## config.mk

```make
export PLATFORM = sky130hd
export DESIGN_NAME = clock_12h
export DESIGN_NICKNAME = d
export VERILOG_FILES = /design/src/rtl/clock_12h_pkg.sv /design/src/rtl/clock_12h_prescaler.sv /design/src/rtl/clock_12h.sv
export SDC_FILE = /design/constraint.sdc
export NUM_CORES = 1
export LEC_CHECK = 0
export ABC_AREA = 0
export CORE_ASPECT_RATIO = 0.6
export CORE_MARGIN = 4
export CORE_UTILIZATION = 43
export DETAILED_ROUTE_END_ITERATION = 16
export PLACE_DENSITY = 0.76
export SLEW_MARGIN = 20
export SYNTH_ARGS = -nofsm -noshare
export SYNTH_HDL_FRONTEND = slang
export SYNTH_SLANG_ARGS = --single-unit
```

## constraint.sdc

```tcl
create_clock -name clk -period 1.8 [get_ports clk]
set_input_delay 0.27 -clock clk [delete_from_list [all_inputs] [get_ports clk]]
set_output_delay 0.27 -clock clk [all_outputs]
set_load 0.01 [all_outputs]
```

## src/rtl/clock_12h_pkg.sv

```systemverilog
`default_nettype none
// ============================================================================
// Module   : clock_12h_pkg
// Brief    : Shared limits, time record type and helpers for the 12-hour clock
// Revision : 1.0 - initial release
// ============================================================================
package clock_12h_pkg;

   localparam logic [5:0] SEC_MAX  = 6'd59;
   localparam logic [5:0] MIN_MAX  = 6'd59;
   localparam logic [3:0] HOUR_MAX = 4'd12;
   localparam logic [3:0] HOUR_MIN = 4'd1;

   typedef struct packed {
      logic [5:0] sec;
      logic [5:0] min;
      logic [3:0] hour;
      logic       pm;
   } time_t;

   // 12:00:00 AM
   localparam time_t RESET_TIME = '{sec: 6'd0, min: 6'd0, hour: HOUR_MAX, pm: 1'b0};

   // Hour step with 12-hour rules: 11 -> 12 flips AM/PM, 12 -> 1 does not.
   function automatic time_t advance_hour(input time_t t);
      time_t r;
      r = t;
      if (t.hour == HOUR_MAX) begin
         r.hour = HOUR_MIN;
      end else begin
         r.hour = t.hour + 4'd1;
         if (t.hour == (HOUR_MAX - 4'd1)) begin
            r.pm = ~t.pm;
         end
      end
      return r;
   endfunction

   // Modulo-(vmax+1) increment for the seconds and minutes fields.
   function automatic logic [5:0] wrap_inc(input logic [5:0] v, input logic [5:0] vmax);
      return (v == vmax) ? 6'd0 : (v + 6'd1);
   endfunction

endpackage
`default_nettype wire

```

## src/rtl/clock_12h_prescaler.sv

```systemverilog
`default_nettype none
// ============================================================================
// Module   : clock_12h_prescaler
// Brief    : Divides clk into a one-cycle seconds tick while enabled
// Revision : 1.0 - initial release
// ============================================================================
module clock_12h_prescaler
   import clock_12h_pkg::*;
#(
   parameter int TICKS_PER_SEC = 1
) (
   input  logic clk,
   input  logic rst_n,
   input  logic en,
   output logic tick
);

   // A one-tick-per-cycle divider still needs a 1-bit counter to keep widths legal.
   localparam int            CW     = (TICKS_PER_SEC > 1) ? $clog2(TICKS_PER_SEC) : 1;
   localparam logic [CW-1:0] C_LAST = CW'(TICKS_PER_SEC - 1);

   logic [CW-1:0] r_cnt;

   // Count 0..TICKS_PER_SEC-1 only while enabled; frozen otherwise.
   always_ff @(posedge clk or negedge rst_n) begin
      if (!rst_n) begin
         r_cnt <= '0;
      end else if (en) begin
         r_cnt <= (r_cnt == C_LAST) ? '0 : (r_cnt + CW'(1));
      end
   end

   assign tick = en && (r_cnt == C_LAST);

endmodule
`default_nettype wire

```

## src/rtl/clock_12h.sv

```systemverilog
`default_nettype none
// ============================================================================
// Module   : clock_12h
// Brief    : 12-hour HH:MM:SS AM/PM clock tile with hour/minute set buttons
// Revision : 1.0 - initial release
// ============================================================================
module clock_12h
   import clock_12h_pkg::*;
#(
   parameter int TICKS_PER_SEC = 1
) (
   input  logic       clk,
   input  logic       rst_n,
   input  logic       ena,
   input  logic [7:0] ui_in,
   output logic [7:0] uo_out,
   input  logic [7:0] uio_in,
   output logic [7:0] uio_out,
   output logic [7:0] uio_oe
);

   // Button vectors: bit 0 = hour advance, bit 1 = minute advance.
   logic [1:0] r_sync1;
   logic [1:0] r_sync2;
   logic [1:0] r_prev;
   logic [1:0] w_press;
   logic       w_tick;
   time_t      r_time;
   time_t      w_next;

   clock_12h_prescaler #(
      .TICKS_PER_SEC(TICKS_PER_SEC)
   ) u_prescaler (
      .clk  (clk),
      .rst_n(rst_n),
      .en   (ena & ~ui_in[0]),
      .tick (w_tick)
   );

   // Two-flop synchronizer plus edge register; the whole chain freezes with ena.
   always_ff @(posedge clk or negedge rst_n) begin
      if (!rst_n) begin
         r_sync1 <= 2'b00;
         r_sync2 <= 2'b00;
         r_prev  <= 2'b00;
      end else if (ena) begin
         r_sync1 <= ui_in[2:1];
         r_sync2 <= r_sync1;
         r_prev  <= r_sync2;
      end
   end

   assign w_press = r_sync2 & ~r_prev & {2{ena}};

   // Next time: button adjusts take priority and swallow a coincident tick.
   always_comb begin
      w_next = r_time;
      if (w_press[0]) begin
         w_next = advance_hour(w_next);
      end
      if (w_press[1]) begin
         w_next.min = wrap_inc(r_time.min, MIN_MAX);
      end
      if ((w_press == 2'b00) && w_tick) begin
         w_next.sec = wrap_inc(r_time.sec, SEC_MAX);
         if (r_time.sec == SEC_MAX) begin
            w_next.min = wrap_inc(r_time.min, MIN_MAX);
            if (r_time.min == MIN_MAX) begin
               w_next = advance_hour(w_next);
            end
         end
      end
   end

   // Time-of-day register.
   always_ff @(posedge clk or negedge rst_n) begin
      if (!rst_n) begin
         r_time <= RESET_TIME;
      end else begin
         r_time <= w_next;
      end
   end

   assign uo_out  = {1'b0, r_time.min[5:4], r_time.pm, r_time.hour};
   assign uio_out = {r_time.min[3:0], r_time.sec[5:2]};
   assign uio_oe  = 8'hFF;

   // Inputs and bits with no function on this tile.
   logic w_unused;
   assign w_unused = &{1'b0, uio_in, ui_in[7:3], r_time.sec[1:0]};

endmodule
`default_nettype wire

```

==> results.yml <==
floorplanning:
  dieArea_um2: 4660
  die_y_um: 54.5
  die_w_um: 85.5
  core-area_um2: 3360
  io_pins: 43
  rows: 16
  start_util_pct: 46.1
setup_path:
  start_kind: "flop"
  path_cells: "and3b_2, mux2_4, inv_2, ha_4, a21boi_2, or3_1, o211ai_1"
  cp_slowest_cell: "dfrtp_2"
  required_ps: 1990
  path_class: "reg -> reg"
  crit_fanout: 5
  cp.arrival_ps: 2030
  cpPeakStageDelay_ps: 440
  worstSetupEndpointType: "flop"
place:
  gp_congestion: 0.853
  port_buffers: 20
  dp.cells: 228
  place_hpwl_mm: 2.52
  placed_area_um2: 1810
final_layout:
  layout_commonest_cell: "buf_4"
  diodes: 0
  fin_nets: 232
  instances_no_fill: 251
  post-route-util_pct: 62.9
  nFillCells: 271
  drive_above_1_share_pct: 40.8
  final_cell_mix: "buf_4 (39), dfrtp_1 (20), clkdlybuf4s50_1 (18)"
  finalInstanceArea_um2: 2110
  area_growth_pct: 36.3
logic_synthesis:
  yosys.area.top_type: "dfrtp_1"
  synth_seq_cells: 23
  synth_top_family_by_area: "simple AND/OR/NAND/NOR gates"
  synthCells: 162
  synthXorXnorAreaFrac_pct: 2.26
  synthTopCellsByArea: "dfrtp_1 (34%), buf_4 (12%), mux2_2 (6.5%), ha_1 (4.8%), dfstp_2 (3.4%)"
  ys_warn_count: 0
  yosysTopAreaCellShare_pct: 33.9
  synth_seq_area_share_pct: 37.3
  synthArstFlopShare_pct: 100
  yosys.area_share.simple_pct: 21.1
  yosys.area_share.adder_pct: 4.84
  ys_types: 43
  synthMuxAreaShare_pct: 7.82
  postSynthAreaPerCell_um2: 9.58
  synth_area_um2: 1550
  synth-edff-count: 0
  ys.flop_type: "dfrtp_1"
  synth_compound_area_share_pct: 12.1
power:
  peakVddDrop_mv: 0.614
  power-per-cell-area_nw_per_um2: 1320
  p_leak_nw: 0.947
timing:
  holdWs_ps: 351
  post-route-min-period_ps: 1840
  hold_violations: 0
  fin_worst_skew_ps: 3.53
  finalMaxSlewViolations: 0
  setup_viol: 1
  max_clock_freq_mhz: 543
  final.period_utilization_pct: 102
  setup_slack_ps: -42.1
  grt_setup_unrepaired: "yes"
flow_run:
  cap_violations: 0
detailed_routing:
  detail_route.iter0.violations: 81
  vias: 1293
  vias_per_cell: 5.15
  wl_per_cell_um: 14.6
  detail_route.drc_violations: 0
  wirelength_mm: 3.66
  first_pass_iters: 4
  ant_nets: 0
grt:
  grt_max_degree: 24
  grtUsageTotal_pct: 15.6
  gr-total-overflow: 0
  grt_pass1_wl_mm: 5.60
  grt_pass1_vias: 1232
  antenna_found_initial: 0
clock_tree:
  cts.sink_count: 23
  clk_latency_ps: 270
  clkTransAtPathRegs_ps: 80
  cts_tree: "yes"
  clock_path_buffers: 2
  cts-root-buf: "clkbuf_8"
  h-tree-depth: 1
  holdBufCountCts: 0
  cts_made_buffers: 3
min_path:
  hold_class: "in -> async"
status:
  violations: "negative setup slack"
  status: "finished, violations left"
## cell families (layout without fill, tap and decap cells)
group                    Yosys count  after routing
adder cells (fa/ha/maj)            6              6
multiplexers                      11             11
flip-flops                        23             23
other                              2              9
XOR/XNOR                           4              4
AO/OA/AOI/OAI                     30             30
buffers and inverters             33             70
AND/OR/NAND/NOR                   53             53
## cell type report
type	instances	area (um^2)	share of cell area (%)
clock buffers	4	45.0	2.13
repair buffers	62	532	25.1
flip-flops and latches	23	579	27.4
inverters	4	15.0	0.710
multi-input cells	113	887	42.0
well taps	45	56.3	2.66
## cells in the mapped netlist (2+ instances only)
library cell,number
nand3b_1,2
o31ai_1,4
xnor2_1,3
buf_4,24
inv_1,4
a21oi_1,7
o211ai_1,2
a31oi_1,2
nand2b_1,2
dfrtp_1,21
nand2_1,12
nor3_1,4
nand3_1,7
mux2i_1,2
nor2b_1,2
dfstp_2,2
buf_2,3
conb_1,2
ha_1,6
or3_1,3
o21ai_0,8
mux2_2,9
nor2_1,7
nand4b_1,2
and2_1,3
nand4_1,2
## report_power, final
part	total [mW]	internal (mW)	switching (mW)
Sequential	0.833	0.678	0.155
Clock	0.324	0.158	0.166
Combinational	1.64	0.904	0.736
Total	2.80	1.74	1.06
## stage by stage
stage                     setup slack, ps  setup TNS (ps)  power, mW
after floorplan                      2.50               0       1.64
after global placement               -279           -2420       2.02
after detailed placement             -323           -2820       2.09
after CTS                            4.07               0       2.52
after global routing                 -140            -236       3.00
final                               -42.1           -42.1       2.80
## timing repair
| item | CTS | global route |
|---|---|---|
| pin swaps | 3 | 12 |
| gates resized for setup | 8 | 23 |
| setup endpoints to repair | 2 | 8 |
| buffers inserted | 1 | 17 |
| cloned | 0 | 1 |
## worst max-delay path, delay by kind of cell, from the launching register on
kind	cells	cell delay, ps
AOI/OAI and AO/OA	2	260
adders and majority gates	1	150
buffers and inverters	1	50
DFF	1	440
muxes	1	230
and+or+nand+nor	2	640
## sequential cells by signal, summed over array words and instances (netlist names)
register	flops
uo_out	7
r_sync1	2
uio_out	8
r_prev	2
r_time	2
r_sync2	2
## metal layers
| layer | wire (um) | GRT usage, % | part of all wire [%] | vias to the layer above |
|---|---|---|---|---|
| met5 | 0 | 0 | 0 | - |
| li1 | - | - | - | 627 |
| met3 | 131 | 4.06 | 3.6 | 4 |
| met2 | 1850 | 27.6 | 51 | 26 |
| met1 | 1650 | 18.7 | 45 | 636 |
| met4 | 27 | 5.79 | 0.74 | 0 |
## worst paths after layout
path / slack (ps) / to / start / cells past startpoint
setup / recovery: -40 / uo_out[2]$_DFF_PN1_ / r_sync2[0]$_DFFE_PN0P_ / 7
hold / removal: 350 / uio_out[7]$_DFF_PN0_ / rst_n / 2
setup reg to reg: -40 / uo_out[2]$_DFF_PN1_ / r_sync2[0]$_DFFE_PN0P_ / 7
hold reg to reg: 520 / r_sync2[1]$_DFFE_PN0P_ / r_sync1[1]$_DFFE_PN0P_ / 1
max in group asynchronous: 1160 / uo_out[2]$_DFF_PN1_ / rst_n / 2
min in group clk: 430 / r_prev[0]$_DFFE_PN0P_ / ena / 3
Power figures use the tool's default switching activity.
